**src/rtl/sram_port.sv**
```systemverilog
// sram_port: arbitrates the CPU byte port and the video pixel fetcher onto
// the external 8-bit asynchronous SRAM, sequencing CE/OE/WE with WAIT strobe
// cycles. Every output is a register; the next-state process computes the
// value each register takes at the coming edge.
module sram_port #(
  parameter int WAIT = 3
) (
  input  logic        clk,
  input  logic        reset,
  input  logic        cpu_req,
  input  logic        cpu_we,
  input  logic [20:0] cpu_addr,
  input  logic [7:0]  cpu_wdata,
  output logic [7:0]  cpu_rdata,
  output logic        cpu_done,
  input  logic        vid_req,
  input  logic [20:0] vid_addr,
  output logic [7:0]  vid_rdata,
  output logic        vid_ack,
  output logic        busy,
  output logic [20:0] sram_addr,
  output logic [7:0]  sram_data_o,
  output logic        sram_data_oe,
  input  logic [7:0]  sram_data_i,
  output logic        sram_ce,
  output logic        sram_oe,
  output logic        sram_we
);

  typedef enum logic [2:0] {
    IDLE   = 3'd0,
    RD     = 3'd1,
    WSETUP = 3'd2,
    WPULSE = 3'd3,
    WHOLD  = 3'd4
  } state_t;

  // Terminal value of the strobe counter: the strobe lasts WAIT cycles.
  localparam logic [3:0] LAST = 4'(WAIT - 1);

  state_t      state, state_nx;
  logic [3:0]  cnt, cnt_nx;
  logic        owner_vid, owner_vid_nx;
  logic        last_vid, last_vid_nx;
  logic        grant_vid, grant_cpu;

  logic [20:0] addr_nx;
  logic [7:0]  data_o_nx;
  logic        data_oe_nx;
  logic        ce_nx, oe_nx, we_nx;
  logic [7:0]  cpu_rdata_nx, vid_rdata_nx;
  logic        cpu_done_nx, vid_ack_nx, busy_nx;

  // Next-state, arbitration and next output values.
  always_comb begin
    state_nx     = state;
    cnt_nx       = cnt;
    owner_vid_nx = owner_vid;
    last_vid_nx  = last_vid;
    addr_nx      = sram_addr;
    data_o_nx    = sram_data_o;
    data_oe_nx   = sram_data_oe;
    ce_nx        = sram_ce;
    oe_nx        = sram_oe;
    we_nx        = sram_we;
    cpu_rdata_nx = cpu_rdata;
    vid_rdata_nx = vid_rdata;
    cpu_done_nx  = 1'b0;
    vid_ack_nx   = 1'b0;
    grant_vid    = 1'b0;
    grant_cpu    = 1'b0;

    unique case (state)
      IDLE: begin
        // The cycle carrying a done/ack pulse never grants, so a requester
        // can drop its level request before it would be served twice.
        if (!cpu_done && !vid_ack) begin
          // Video has priority unless it took the previous slot.
          grant_vid = vid_req && (!cpu_req || !last_vid);
          grant_cpu = cpu_req && !grant_vid;
          if (grant_vid) begin
            owner_vid_nx = 1'b1;
            last_vid_nx  = 1'b1;
            addr_nx      = vid_addr;
            ce_nx        = 1'b0;
            oe_nx        = 1'b0;
            cnt_nx       = 4'd0;
            state_nx     = RD;
          end else if (grant_cpu) begin
            owner_vid_nx = 1'b0;
            last_vid_nx  = 1'b0;
            addr_nx      = cpu_addr;
            ce_nx        = 1'b0;
            cnt_nx       = 4'd0;
            if (cpu_we) begin
              data_o_nx  = cpu_wdata;
              data_oe_nx = 1'b1;
              state_nx   = WSETUP;
            end else begin
              oe_nx    = 1'b0;
              state_nx = RD;
            end
          end
        end
      end

      RD: begin
        if (cnt == LAST) begin
          // Last OE-low cycle: capture the pad and release the chip.
          ce_nx    = 1'b1;
          oe_nx    = 1'b1;
          state_nx = IDLE;
          if (owner_vid) begin
            vid_rdata_nx = sram_data_i;
            vid_ack_nx   = 1'b1;
          end else begin
            cpu_rdata_nx = sram_data_i;
            cpu_done_nx  = 1'b1;
          end
        end else begin
          cnt_nx = cnt + 4'd1;
        end
      end

      WSETUP: begin
        // Address and data have settled for one cycle; start the WE pulse.
        we_nx    = 1'b0;
        cnt_nx   = 4'd0;
        state_nx = WPULSE;
      end

      WPULSE: begin
        if (cnt == LAST) begin
          we_nx    = 1'b1;
          state_nx = WHOLD;
        end else begin
          cnt_nx = cnt + 4'd1;
        end
      end

      WHOLD: begin
        // Data was held one cycle past the WE rising edge; finish now.
        ce_nx       = 1'b1;
        data_oe_nx  = 1'b0;
        cpu_done_nx = 1'b1;
        state_nx    = IDLE;
      end

      default: begin
        state_nx = IDLE;
      end
    endcase

    // Busy covers the whole access including its completion cycle.
    busy_nx = (state_nx != IDLE) || cpu_done_nx || vid_ack_nx;
  end

  // State and output registers; reset abandons any access in flight.
  always_ff @(posedge clk) begin
    if (reset) begin
      state        <= IDLE;
      cnt          <= 4'd0;
      owner_vid    <= 1'b0;
      last_vid     <= 1'b0;
      sram_addr    <= 21'd0;
      sram_data_o  <= 8'd0;
      sram_data_oe <= 1'b0;
      sram_ce      <= 1'b1;
      sram_oe      <= 1'b1;
      sram_we      <= 1'b1;
      cpu_rdata    <= 8'd0;
      vid_rdata    <= 8'd0;
      cpu_done     <= 1'b0;
      vid_ack      <= 1'b0;
      busy         <= 1'b0;
    end else begin
      state        <= state_nx;
      cnt          <= cnt_nx;
      owner_vid    <= owner_vid_nx;
      last_vid     <= last_vid_nx;
      sram_addr    <= addr_nx;
      sram_data_o  <= data_o_nx;
      sram_data_oe <= data_oe_nx;
      sram_ce      <= ce_nx;
      sram_oe      <= oe_nx;
      sram_we      <= we_nx;
      cpu_rdata    <= cpu_rdata_nx;
      vid_rdata    <= vid_rdata_nx;
      cpu_done     <= cpu_done_nx;
      vid_ack      <= vid_ack_nx;
      busy         <= busy_nx;
    end
  end

endmodule

```
**config.mk**
```make
export PLATFORM = sky130hd
export DESIGN_NAME = sram_port
export DESIGN_NICKNAME = d
export VERILOG_FILES = /design/src/rtl/sram_port.sv
export SDC_FILE = /design/constraint.sdc
export NUM_CORES = 1
export LEC_CHECK = 0
export ABC_AREA = 1
export CAP_MARGIN = 20
export CORE_UTILIZATION = 40
export DETAILED_ROUTE_END_ITERATION = 12
export PLACE_DENSITY = 0.83
export SYNTH_ARGS = -nofsm -noshare
export SYNTH_HDL_FRONTEND = slang
export SYNTH_SLANG_ARGS = --single-unit
```
**constraint.sdc**
```tcl
create_clock -name clk -period 1.5 [get_ports clk]
set_clock_uncertainty 0.05 [all_clocks]
set_input_delay 0.3 -clock clk [delete_from_list [all_inputs] [get_ports clk]]
set_output_delay 0.3 -clock clk [all_outputs]
set_load 0.005 [all_outputs]
```
==> qor.txt, run 1 <==
Post-Place Cells: 518
Final WS setup: 0.0466 ns
TNS Setup: 0 ns
die area: 6410 µm²
highest metal layer with signal wires: met4
gr usage total: 21.2%
worst-path maximum fanout: 5
Post-Place Setup Slack: -0.278 ns
share of cells above drive strength 1: 14.5%
CP startpoint kind: flip-flop
Pleak: 1.82 nW
Post-CTS Hold Buffers: 0
met2 wire len: 3310 µm
utilization after layout: 68.4%
kind of critical path: flip-flop to flip-flop
Num CTS Buffers: 9
Root Driver: clkbuf_8
multi-input logic area: 1150 µm²
antenna fix cells: 0
syn_area_per_cell: 7.43 µm²
routed len/inst: 12.2 µm
syn_nets: 393
global-route wire length before repair: 10,600 µm
Seq/Total Area, Yosys: 49.3%
placeable core area: 5890 µm²
CTS Buffer Depth: 2
layout filler cell count: 493
Mapped Cells: 328
Ys Warns: 0
M1 WL: 2720 µm
commonest non-fill, non-tap cell in the layout: nand2_1
cells along the critical path: inv_2, ha_2, nand2_2, nor3_4, buf_12, nand2_2, o21ai_1, nor2_1
CTS tree: built
GP Congestion: 0.874
Placed Area: 3770 µm²
Syn Std Cell Area: 2440 µm²
RSZ-0062 raised after global routing: yes
Vert. Die Dim: 80.1 µm
final hold violations: 0
Tmin final: 1.45 ns
Finished Cell Area: 4030 µm²
Final Max Slew Viols: 0
metal3 WL: 460 µm
Yosys reg bits: 60
port buffer count: 114
Num Clock Sinks: 60
Layout area overhead: 65.1%
fin crit share: 96.9%
Most Frequent Cell on Critical Path: nand2_2
clock transition at the registers of the reported paths: 0.07 ns
crit-path max cell delay: 0.32 ns
Congestion Overflow GR: 0
Worst slew margin: 79.0%
hpwl dp: 4710 µm
final net count: 523
Max VDD drop: 0.695 mV
I/O pin count: 115
FF+latch area: 1210 µm²
arrival time worst endpoint: 1.63 ns
num rows: 28
outcome: finished, final reports clean
f_max: 0.688 GHz
vias in the first global route: 2,531
PwrDens: 1090 nW/µm²
Worst Max-Slew Pin Slew: 0.314 ns
Vias/cell: 4.88
worst hold path type: flip-flop to flip-flop
Initial Utilization: 41.4%
Hold Slack: 0.405 ns
commonest cells after routing, fill and taps aside: nand2_1 (67), clkdlybuf4s50_1 (62), nor2_1 (60)
drt first pass iters: 4
Crit. End Element: flip-flop
Final Non-Filler Cells: 537
Post-Route WL: 6570 µm
initial antenna violation count: 0
DRC viols: 0
Clock H-tree levels: 3
post-route ant nets: 0
1st-iter DRT viols: 119
die width: 80.1 µm
buffers plus inverters on the worst setup path: 2
total of max-cap violations: 0
Slowest-stage cell, CP: dfxtp_2
largest net degree at the start of global routing: 53
Vias: 2,622
Final setup viols: 0
overall power: 4.40 mW
Synth cell types: 23
Worst path top cell family by delay: simple AND/OR/NAND/NOR gates
clk_lat worst skew: 0.33 ns
CP required: 1.68 ns
## worst reg2reg max path: cells and delay by family, from the launching register on
family,cells,cell delay (ns)
and+or+nand+nor,4,0.45
DFF,1,0.32
buffers and inverters,2,0.21
adders and majority gates,1,0.17
AOI/OAI and AO/OA,1,0.15
## worst paths after layout
check          start  slack (ns)      endpoint  cells past startpoint
max           cnt[0]        0.05  cpu_rdata[3]                      8
min          sram_oe        0.41       sram_oe                      2
max reg2reg   cnt[0]        0.05  cpu_rdata[3]                      8
min reg2reg  sram_oe        0.41       sram_oe                      2
## metal layers
layer  vias to the layer above  track usage (%)
met3                         9             5.34
li1                       1338                -
met2                       107             38.4
met1                      1168             22.8
met5                         -                0
met4                         0             10.4
## registers in the layout, summed over array words and instances (netlist names), 3 cells and up
signal	cells
state	3
vid_rdata	8
cnt	4
cpu_rdata	8
sram_data_o	8
sram_addr	21
## synthesized netlist by cell type (all sizes together)
library cell	n	area (µm²)
nor3	1	16.3
o22ai	1	6.26
nor2	63	246
inv	20	75.1
nand2	72	288
clkbuf	8	30.0
dfxtp	60	1200
buf	7	35.0
clkinv	2	17.5
a31oi	21	131
o21ai	48	240
xnor2	1	8.76
nand3	11	60.1
o211ai	1	7.51
ha	2	25.0
a21oi	10	50.1
## logic make-up after synthesis
logic type	count (synthesis)	share of synthesized area, %
AO/OA/AOI/OAI	81	17.9
XOR/XNOR	1	0.359
adder cells (fa/ha/maj)	2	1.03
buffers and inverters	37	6.46
flip-flops	60	49.3
AND/OR/NAND/NOR	147	25.0
## what timing repair did
item	CTS	global route
setup buffers	0	3
gates cloned	0	1
setup endpoints to repair	52	26
gates resized for setup	61	17
pin swaps	0	6
## power by group
part	switching [mW]	internal [mW]	total, mW	leakage (nW)
clock	0.602	0.920	1.52	0.102
sequential	0.0889	1.77	1.86	0.496
combinational	0.488	0.536	1.02	1.22
total	1.18	3.22	4.40	1.82
## area by class of cell
cell class / count / share of cell area [%]
inverters: 22 / 2.36
repair buffers: 133 / 31.5
clock inverters: 5 / 1.93
clock buffers: 10 / 3.17
well taps: 75 / 2.33
multi-input cells: 232 / 28.5
flip-flops and latches: 60 / 30.2
(Power assumes the default switching activity.)
==> inputs of run 2 (changes only) <==
Settings changed: CORE_UTILIZATION 40 to 41, CTS_CLUSTER_DIAMETER set to 80, PLACE_DENSITY 0.83 to 0.84.
==> run 2 against run 1 <==
Wire length up 13%. Highest routed layer unchanged. The flow now finishes with violations (setup timing). Hold slack improved by 0.0016 ns. Critical endpoint is now vid_rdata[6]. Via count is 1.7% higher. Non-clock buffer count up 2. Combinational power rose by 5%. Die area fell by 2.4%.
==> qor.txt, run 2 (synthesis gave the netlist of run 1 again) <==
outcome: finished, violations left
failing checks: setup timing
Vert. Die Dim: 79.1 µm
Tmin final: 1.53 ns
commonest cells after routing, fill and taps aside: nand2_1 (66), clkdlybuf4s50_1 (62), dlygate4sd2_1 (52)
max reg flops: 21
arrival time worst endpoint: 1.74 ns
gr usage total: 23.3%
hold_sp: sram_oe
Vias/cell: 4.96
worst-path maximum fanout: 8
Initial Utilization: 43.5%
CP startpoint kind: flip-flop
Hold Crit Depth: 2
Sw Share: 27.9%
initial antenna violation count: 0
hpwl dp: 5140 µm
total of max-cap violations: 0
R2R Setup Slk: -0.03 ns
Critical Path Start: cnt[0]
DRC viols: 0
die area: 6260 µm²
vias in the first global route: 2,638
Post-Route WL: 7400 µm
PwrDens: 1060 nW/µm²
register name with the most flops: sram_addr
Clock H-tree levels: 3
Num CTS Buffers: 9
GP Congestion: 0.895
Final setup viols: 3
f_max: 0.652 GHz
share of cells above drive strength 1: 16.8%
register share of total power: 43.2%
Pleak: 1.88 nW
worst hold path type: flip-flop to flip-flop
FF+latch area: 1210 µm²
Worst Hold Path EP: sram_oe
Root Driver: clkbuf_8
Crit Reg-Reg Startpoint: cnt[0]
clock transition at the registers of the reported paths: 0.06 ns
placeable core area: 5610 µm²
final net count: 525
Crit. End Element: flip-flop
die width: 79.1 µm
NetSw: 1.22 mW
fin crit share: 102%
clock share of power: 32.3%
post-route ant nets: 0
internal power: 3.15 mW
antenna fix cells: 0
multi-input logic area: 1210 µm²
layout filler cell count: 465
CTS tree: built
kind of critical path: flip-flop to flip-flop
1st-iter DRT viols: 147
commonest non-fill, non-tap cell in the layout: nand2_1
overall power: 4.36 mW
Worst slew margin: 79.6%
drt first pass iters: 4
port buffer count: 114
Final Max Slew Viols: 0
CP required: 1.70 ns
Num Clock Sinks: 60
global-route wire length before repair: 11,200 µm
CTS Buffer Depth: 2
Vias: 2,666
reg2reg path depth: 9
Layout area overhead: 69.4%
r2r endpoint: vid_rdata[6]
RSZ-0062 raised after global routing: yes
Worst Max-Slew Pin Slew: 0.305 ns
largest net degree at the start of global routing: 46
final hold violations: 0
I/O pin count: 115
Logic pwr share: 24.5%
Max VDD drop: 0.690 mV
num rows: 27
TNS Setup: -0.0650 ns
routed len/inst: 13.8 µm
Final WS setup: -0.0331 ns
Post-CTS Hold Buffers: 0
clk_lat worst skew: 0.32 ns
Congestion Overflow GR: 0
run 2: cell types whose count changed in the layout (fill, tap and decap cells not counted), moves of 2 or more:
cell,before,now
nor2_1,60,50
buf_4,15,12
nand2_4,0,3
nor2_4,1,8
o21ai_2,6,4
buf_6,0,4
nor2_2,2,5
o21ai_1,19,21
run 2: repair_timing:
action,in CTS,in global routing
gates cloned,0,2
pin swaps,0,14
setup endpoints to repair,63,49
resized for setup,64,39
setup buffers,2,5
run 2: worst max path at each step:
| stage | end | depth (start not counted) |
|---|---|---|
| 2_1_floorplan | cpu_rdata[0] | 7 |
| 3_3_place_gp | sram_data_o[0] | 9 |
| 3_5_place_dp | sram_data_o[6] | 9 |
| 4_1_cts | cpu_rdata[5] | 8 |
| 5_1_grt | vid_rdata[6] | 9 |
| 6_report | vid_rdata[6] | 9 |
run 2: stage by stage:
step           util (%)  setup WS (ns)  cell area (µm²)  std cells  hold slack (ns)
2_1_floorplan         -          0.152             2440        328            0.392
4_1_cts            69.9        0.00355             3920        530            0.408
6_report           73.7        -0.0331             4130        537            0.407
5_1_grt            73.7        -0.0947             4130        537            0.438
3_5_place_dp       66.9         -0.381             3750        512            0.401
3_3_place_gp       66.9         -0.286             3750        512            0.385
run 2: metal layers:
layer	wire, µm	GRT usage, %
met5	0	0
met4	151	9.45
met3	668	11.4
met2	3620	41.4
met1	2970	23.0
run 2: worst max-delay path, stage by stage, from the launching register on:
cell	delay [ns]
dfxtp_2	0.32
inv_2	0.07
ha_4	0.15
nand2_4	0.06
nor3_4	0.29
buf_6	0.17
nand2_8	0.08
clkinv_8	0.12
nor2_4	0.04
nor2_1	0.09
run 2: final cells by class:
cell class              instances  share of cell area (%)
repair buffers                135                    31.9
multi-input cells             232                    29.3
flip-flops and latches         60                    29.4
well taps                      72                    2.18
inverters                      22                    2.54
clock inverters                 4                    1.18
clock buffers                  12                    3.51
run 2: power groups by stage:
stage	Clock (mW)	Combinational, mW	Sequential (mW)
floorplan	0	0.422	1.90
global placement	0	1.04	1.90
detailed placement	0	1.07	1.90
CTS	1.45	0.984	1.87
global route	1.51	1.18	1.90
finish	1.41	1.07	1.88
